`config.mk`:
```
export PLATFORM = sky130hd
export DESIGN_NAME = i2c_codec_sequencer
export DESIGN_NICKNAME = d
export VERILOG_FILES = /design/src/rtl/i2c_seq_pkg.sv /design/src/rtl/i2c_cmd_rom.sv /design/src/rtl/i2c_codec_sequencer.sv
export SDC_FILE = /design/constraint.sdc
export NUM_CORES = 1
export LEC_CHECK = 0
export ABC_AREA = 1
export CAP_MARGIN = 20
export CORE_MARGIN = 2
export CORE_UTILIZATION = 32
export CTS_BUF_LIST = sky130_fd_sc_hd__clkbuf_16
export DETAILED_ROUTE_END_ITERATION = 10
export PLACE_DENSITY = 0.65
export SLEW_MARGIN = 5
export SYNTH_ARGS = -nofsm -noshare
export SYNTH_HDL_FRONTEND = slang
export SYNTH_HIERARCHICAL = 1
export SYNTH_SLANG_ARGS = --single-unit
export TNS_END_PERCENT = 30
```
`constraint.sdc`:
```
create_clock -name clk_i2c -period 1.8 [get_ports clk_i2c]
set_input_delay 0.18 -clock clk_i2c [delete_from_list [all_inputs] [get_ports clk_i2c]]
set_output_delay 0.18 -clock clk_i2c [all_outputs]
set_load 0.02 [all_outputs]
```
`src/rtl/i2c_seq_pkg.sv`:
```
// Shared types and constants for the WM8731 power-up sequencer: FSM state
// encoding, codec register addresses and the default power-up command table.
package i2c_seq_pkg;

    typedef enum logic [2:0] {
        ST_IDLE  = 3'd0,
        ST_LOAD  = 3'd1,
        ST_WAIT  = 3'd2,
        ST_CHECK = 3'd3,
        ST_NEXT  = 3'd4,
        ST_DONE  = 3'd5,
        ST_ERR   = 3'd6
    } seq_state_t;

    localparam int DEFAULT_NUM_CMD = 11;

    // WM8731 register map (7-bit addresses)
    localparam logic [6:0] WM_LEFT_LINE_IN  = 7'h00;
    localparam logic [6:0] WM_RIGHT_LINE_IN = 7'h01;
    localparam logic [6:0] WM_LEFT_HP_OUT   = 7'h02;
    localparam logic [6:0] WM_RIGHT_HP_OUT  = 7'h03;
    localparam logic [6:0] WM_ANALOG_PATH   = 7'h04;
    localparam logic [6:0] WM_DIGITAL_PATH  = 7'h05;
    localparam logic [6:0] WM_POWER_DOWN    = 7'h06;
    localparam logic [6:0] WM_IFACE_FORMAT  = 7'h07;
    localparam logic [6:0] WM_SAMPLING      = 7'h08;
    localparam logic [6:0] WM_ACTIVE        = 7'h09;
    localparam logic [6:0] WM_RESET         = 7'h0F;

    // Default command table entries, packed as {reg[6:0], dat[8:0]}
    localparam logic [15:0] CMD_RESET     = {WM_RESET,         9'h000};
    localparam logic [15:0] CMD_POWER     = {WM_POWER_DOWN,    9'h000};
    localparam logic [15:0] CMD_SAMPLING  = {WM_SAMPLING,      9'h002};
    localparam logic [15:0] CMD_RIGHT_IN  = {WM_RIGHT_LINE_IN, 9'h01A};
    localparam logic [15:0] CMD_LEFT_IN   = {WM_LEFT_LINE_IN,  9'h01A};
    localparam logic [15:0] CMD_FORMAT    = {WM_IFACE_FORMAT,  9'h001};
    localparam logic [15:0] CMD_ACTIVE    = {WM_ACTIVE,        9'h001};
    localparam logic [15:0] CMD_ANALOG    = {WM_ANALOG_PATH,   9'h014};
    localparam logic [15:0] CMD_DIGITAL   = {WM_DIGITAL_PATH,  9'h006};
    localparam logic [15:0] CMD_LEFT_VOL  = {WM_LEFT_HP_OUT,   9'h079};
    localparam logic [15:0] CMD_RIGHT_VOL = {WM_RIGHT_HP_OUT,  9'h079};

    function automatic logic [15:0] default_cmd(input logic [5:0] idx);
        logic [15:0] entry;
        case (idx)
            6'd0:    entry = CMD_RESET;
            6'd1:    entry = CMD_POWER;
            6'd2:    entry = CMD_SAMPLING;
            6'd3:    entry = CMD_RIGHT_IN;
            6'd4:    entry = CMD_LEFT_IN;
            6'd5:    entry = CMD_FORMAT;
            6'd6:    entry = CMD_ACTIVE;
            6'd7:    entry = CMD_ANALOG;
            6'd8:    entry = CMD_DIGITAL;
            6'd9:    entry = CMD_LEFT_VOL;
            6'd10:   entry = CMD_RIGHT_VOL;
            default: entry = 16'h0000;
        endcase
        return entry;
    endfunction

endpackage

```
`src/rtl/i2c_cmd_rom.sv`:
```
// Power-up command table: combinational {reg, dat} lookup by table index.
// Indices at or beyond NUM_CMD read as zero.
module i2c_cmd_rom
    import i2c_seq_pkg::*;
#(
    parameter int NUM_CMD = DEFAULT_NUM_CMD,
    parameter int REG_AW  = 7,
    parameter int REG_DW  = 9
) (
    input  logic [5:0]        idx,
    output logic [REG_AW-1:0] reg_addr,
    output logic [REG_DW-1:0] reg_data
);

    logic [15:0] table_mem [NUM_CMD];
    logic [15:0] entry;

    for (genvar gi = 0; gi < NUM_CMD; gi++) begin : g_entry
        assign table_mem[gi] = default_cmd(6'(gi));
    end

    // Explicit compare-select keeps the 6-bit index independent of table depth
    always_comb begin
        entry = '0;
        for (int i = 0; i < NUM_CMD; i++) begin
            if (idx == 6'(i)) begin
                entry = table_mem[i];
            end
        end
    end

    assign reg_addr = entry[15:REG_DW];
    assign reg_data = entry[REG_DW-1:0];

endmodule

```
`src/rtl/i2c_codec_sequencer.sv`:
```
// Drives an I2C write controller through the codec power-up table, then serves
// single-register runtime writes. Optional NACK re-send via I2C_SEQ_RETRY_EN.
module i2c_codec_sequencer
    import i2c_seq_pkg::*;
#(
    parameter int         NUM_CMD   = DEFAULT_NUM_CMD,
    parameter logic [6:0] DEV_ADDR  = 7'h1A,
    parameter int         REG_AW    = 7,
    parameter int         REG_DW    = 9,
    parameter int         MAX_RETRY = 3
) (
    input  logic              clk_i2c,
    input  logic              reset,
    input  logic              start,
    input  logic              upd_valid,
    output logic              upd_ready,
    input  logic [REG_AW-1:0] upd_reg,
    input  logic [REG_DW-1:0] upd_dat,
    output logic [23:0]       i2c_data,
    output logic              i2c_go,
    input  logic              i2c_end,
    input  logic [2:0]        i2c_ack,
    output logic              busy,
    output logic              done,
    output logic              error,
    output logic [5:0]        cmd_idx
);

    localparam int RETRY_CW = (MAX_RETRY < 1) ? 1 : $clog2(MAX_RETRY + 1);
`ifdef I2C_SEQ_RETRY_EN
    localparam int RETRY_LIMIT = MAX_RETRY;
`else
    localparam int RETRY_LIMIT = 0;
`endif

    seq_state_t           state_reg;
    seq_state_t           state_next;
    logic [5:0]           cmd_idx_reg;
    logic [RETRY_CW-1:0]  retry_cnt_reg;
    logic                 upd_run_reg;
    logic [REG_AW-1:0]    upd_addr_reg;
    logic [REG_DW-1:0]    upd_dat_reg;
    logic [2:0]           ack_reg;
    logic [23:0]          i2c_data_reg;

    logic [REG_AW-1:0]    rom_reg;
    logic [REG_DW-1:0]    rom_dat;
    logic                 nack;
    logic                 can_retry;
    logic                 more_cmds;

    i2c_cmd_rom #(
        .NUM_CMD (NUM_CMD),
        .REG_AW  (REG_AW),
        .REG_DW  (REG_DW)
    ) u_cmd_rom (
        .idx      (cmd_idx_reg),
        .reg_addr (rom_reg),
        .reg_data (rom_dat)
    );

    assign nack      = |ack_reg;
    // The counter never passes the limit, so inequality is the "below limit" test
    assign can_retry = (retry_cnt_reg != RETRY_CW'(RETRY_LIMIT));
    assign more_cmds = ({26'd0, cmd_idx_reg} + 32'd1) < 32'(NUM_CMD);

    always_ff @(posedge clk_i2c) begin
        if (reset) begin
            state_reg <= ST_IDLE;
        end else begin
            state_reg <= state_next;
        end
    end

    always_comb begin
        state_next = state_reg;
        unique case (state_reg)
            ST_IDLE:  state_next = ST_LOAD;
            ST_LOAD:  state_next = ST_WAIT;
            ST_WAIT:  if (i2c_end) state_next = ST_CHECK;
            ST_CHECK: begin
                if (!nack)          state_next = ST_NEXT;
                else if (can_retry) state_next = ST_LOAD;
                else                state_next = ST_ERR;
            end
            ST_NEXT:  state_next = (!upd_run_reg && more_cmds) ? ST_LOAD : ST_DONE;
            ST_DONE:  if (start || upd_valid) state_next = ST_LOAD;
            ST_ERR:   if (start) state_next = ST_LOAD;
            default:  state_next = ST_IDLE;
        endcase
    end

    // Datapath: table index, retry count, latched update payload, transfer word
    always_ff @(posedge clk_i2c) begin
        if (reset) begin
            cmd_idx_reg   <= '0;
            retry_cnt_reg <= '0;
            upd_run_reg   <= 1'b0;
            upd_addr_reg  <= '0;
            upd_dat_reg   <= '0;
            ack_reg       <= '0;
            i2c_data_reg  <= '0;
        end else begin
            if (state_reg == ST_WAIT && i2c_end) begin
                ack_reg <= i2c_ack;
            end
            case (state_reg)
                ST_IDLE: begin
                    cmd_idx_reg   <= '0;
                    retry_cnt_reg <= '0;
                    upd_run_reg   <= 1'b0;
                end
                ST_LOAD: begin
                    i2c_data_reg <= upd_run_reg ? {DEV_ADDR, 1'b0, upd_addr_reg, upd_dat_reg}
                                                : {DEV_ADDR, 1'b0, rom_reg, rom_dat};
                end
                ST_CHECK: begin
                    if (!nack) begin
                        retry_cnt_reg <= '0;
                    end else if (can_retry) begin
                        retry_cnt_reg <= retry_cnt_reg + 1'b1;
                    end
                end
                ST_NEXT: begin
                    if (!upd_run_reg && more_cmds) begin
                        cmd_idx_reg <= cmd_idx_reg + 6'd1;
                    end
                end
                ST_DONE: begin
                    if (start) begin
                        cmd_idx_reg   <= '0;
                        retry_cnt_reg <= '0;
                        upd_run_reg   <= 1'b0;
                    end else if (upd_valid) begin
                        upd_run_reg  <= 1'b1;
                        upd_addr_reg <= upd_reg;
                        upd_dat_reg  <= upd_dat;
                    end
                end
                ST_ERR: begin
                    if (start) begin
                        cmd_idx_reg   <= '0;
                        retry_cnt_reg <= '0;
                        upd_run_reg   <= 1'b0;
                    end
                end
                default: ;
            endcase
        end
    end

    // i2c_go is raised on WAIT entry, the same edge that presents the word loaded in LOAD
    always_comb begin
        i2c_go    = 1'b0;
        busy      = 1'b0;
        done      = 1'b0;
        error     = 1'b0;
        upd_ready = 1'b0;
        case (state_reg)
            ST_LOAD:  busy = 1'b1;
            ST_WAIT:  begin
                busy   = 1'b1;
                i2c_go = 1'b1;
            end
            ST_CHECK: busy = 1'b1;
            ST_NEXT:  busy = 1'b1;
            ST_DONE:  begin
                done      = 1'b1;
                upd_ready = 1'b1;
            end
            ST_ERR:   error = 1'b1;
            default:  ;
        endcase
    end

    assign i2c_data = i2c_data_reg;
    assign cmd_idx  = cmd_idx_reg;

endmodule

```
==> results.py <==
metrics = {
    "timing": {
        "rsz0062_at_grt": "false",
        "max_freq_mhz": 578,
        "setup_ws_ns": 0.0710,
        "slew_viol_final": 0,
        "setup_violations": 0,
        "hold_viol": 0,
        "timing.final.crit_share": 0.961,
        "whs_ns": 0.454,
        "worstMarginPinSlew_ns": 0.738,
        "relSlewSlack": 0.507,
        "setup_tns_ns": 0,
        "period_minus_slack_ns": 1.73,
        "finClkSkew_ns": 0.00619,
    },
    "yosys": {
        "synth_compound_area_frac": 0.155,
        "synthCells": 387,
        "synth.top_cell.area_share": 0.363,
        "synth_fa_ha_area_frac": 0.0170,
        "synthFlopType": "dfxtp_1",
        "synth_top_family_by_area": "simple AND/OR/NAND/NOR gates",
        "synth-simple-area-share": 0.296,
        "yosys-top-cells-area": "dfxtp_1, nor2_1, a211oi_1",
        "synth_top_area_cell": "dfxtp_1",
        "muxShareOfSynthArea": 0,
        "ys_seq_area_frac": 0.363,
        "async_flop_share": 0,
        "synth_edf_count": 0,
        "synth-xor-area-share": 0.00662,
        "synth_area_mm2": 0.00265,
        "ys_ff_latch": 48,
        "avgSynthCellArea_um2": 6.84,
        "yosys_warnings": 6,
        "yosysUniqueCellTypes": 29,
    },
    "floorplan": {
        "fp.coreArea_mm2": 0.00813,
        "die_area_mm2": 0.00902,
        "pin_count": 59,
        "chipHeight_um": 95.0,
        "rows": 33,
        "start_util": 0.325,
        "chipWidth_um": 95.0,
    },
    "placement": {
        "gp_congestion": 0.843,
        "place_area_mm2": 0.00324,
        "port_buffers": 53,
        "dp_hpwl_um": 4390,
        "pre_cts_slack_ns": 0.168,
        "dp.cells": 534,
    },
    "cts": {
        "clock_latency_ns": 0.28,
        "clock_sinks": 48,
        "cts_tree": "done",
        "clk_pin_slew_worst_paths_ns": 0.06,
        "cts-root-buf": "clkbuf_16",
        "cts_setup_buffers": 0,
        "clockBufferDepth": 2,
        "cts_buffers": 5,
        "cts_max_level": 2,
        "hold_buffers": 0,
    },
    "global_route": {
        "track_usage": 0.142,
        "grt_max_degree": 34,
        "grt_pass1_wl_um": 10300,
        "antenna_found_initial": 0,
        "gr-total-overflow": 0,
        "grt_pass1_vias": 2389,
    },
    "drt": {
        "antenna_left": 0,
        "firstDrtPassIters": 4,
        "routedWlPerCell_um": 11.1,
        "drc_errors": 0,
        "drt_iter0_markers": 126,
        "wl_um": 6010,
        "vias_per_cell": 4.58,
        "vias": 2478,
    },
    "worst_setup_path": {
        "path_class": "flip-flop to output pin",
        "rrSetupSlack_ns": 0.17,
        "arrival_ns": 1.55,
        "r2r_start": "state_reg[2]",
        "cp-end-kind": "output pin",
        "rr_worst_depth": 7,
        "crit_required_ns": 1.62,
        "reg2reg_to": "cmd_idx[1]",
        "crit_path_start_kind": "flip-flop",
        "crit_fanout": 6,
    },
    "run": {
        "maxCapViolCount": 0,
    },
    "layout": {
        "fin_area_mm2": 0.00337,
        "final_cell_mix": "nor2_1, inv_1, nand2_1, clkdlybuf4s50_1, dfxtp_1",
        "finalNetCount": 463,
        "final_common_cell": "nor2_1",
        "final_util": 0.415,
        "areaGrowthSynthToFinish_pct": 27.5,
        "drive_above_1_share": 0.101,
        "largest_reg_flops": 17,
        "diodes": 0,
        "stdcell_count": 541,
    },
    "hold_path": {
        "hold_class": "flip-flop to flip-flop",
        "min_to": "i2c_data[7]",
        "hold_path_depth": 2,
        "hold_path.startpoint": "i2c_data[7]",
    },
    "power_and_ir_drop": {
        "p_leak_nw": 1.47,
        "power_mw": 5.16,
        "vdd_drop_max_mv": 0.690,
        "p_per_area_mw_per_mm2": 1530,
    },
    "outcome": {
        "outcome": "finished, final reports clean",
    },
}
[area by class of cell]
cell class / count / area [µm²]
timing repair buffer: 61 / 586
multi-input combinational: 251 / 1300
inverter: 69 / 259
clock buffer: 5 / 125
fill: 839 / 4760
sequential: 48 / 965
clock inverter: 2 / 12.5
tap: 105 / 131
[worst max path at each step]
stage,startpoint,end,slack [ns],cells after the start
2_1_floorplan,cmd_idx[1],cmd_idx[0],0.20,11
3_3_place_gp,state_reg[1],busy,0.19,3
3_5_place_dp,state_reg[0],busy,0.17,3
4_1_cts,state_reg[2],error,0.06,3
5_1_grt,cmd_idx[5],i2c_data[0],0.02,11
6_report,state_reg[2],error,0.07,3
[power breakdown]
group / internal (mW) / total [mW] / switching (mW) / leakage [nW]
Sequential: 1.34 / 1.60 / 0.256 / 0.393
Clock: 0.505 / 0.887 / 0.382 / 0.0673
Combinational: 1.14 / 2.67 / 1.53 / 1.01
Total: 2.99 / 5.16 / 2.17 / 1.47
[synthesized netlist by cell type (3+ instances only)]
| cell type | number |
|---|---|
| nor3_1 | 3 |
| nand3_2 | 4 |
| clkbuf_1 | 10 |
| o21ai_0 | 22 |
| nor2_4 | 3 |
| dfxtp_1 | 48 |
| a211oi_1 | 32 |
| nor2_1 | 71 |
| nand2_2 | 5 |
| inv_1 | 61 |
| buf_4 | 14 |
| nand2_1 | 49 |
| nor2_2 | 5 |
| nand4_1 | 6 |
| a21oi_1 | 7 |
| inv_2 | 8 |
| nand3_1 | 21 |
[cell families (layout without fill, tap and decap cells)]
| kind of cell | count (synthesis) | count (layout) |
|---|---|---|
| compound gates | 65 | 65 |
| xor+xnor | 2 | 2 |
| fa+ha+maj | 3 | 3 |
| buf+inv | 96 | 137 |
| flops | 48 | 48 |
| other cells | 2 | 10 |
| simple gates | 171 | 171 |
[timing repair]
| action | in CTS | in global routing |
|---|---|---|
| setup endpoints to repair | 4 | 3 |
| cloned | 0 | 0 |
| gates resized for setup | 7 | 1 |
[worst max-delay path: stages (launching register included)]
cell and delay (ns):
dfxtp_1 0.45, nand3_2 0.14, inv_1 0.08, clkdlybuf4s50_1 0.60
[layer usage]
metal	GRT usage	part of all wire
met5	0	0
met4	0.0386	0.011
met3	0.0319	0.041
met2	0.246	0.48
met1	0.178	0.47
Note: power is estimated with default switching activity, not from simulation.
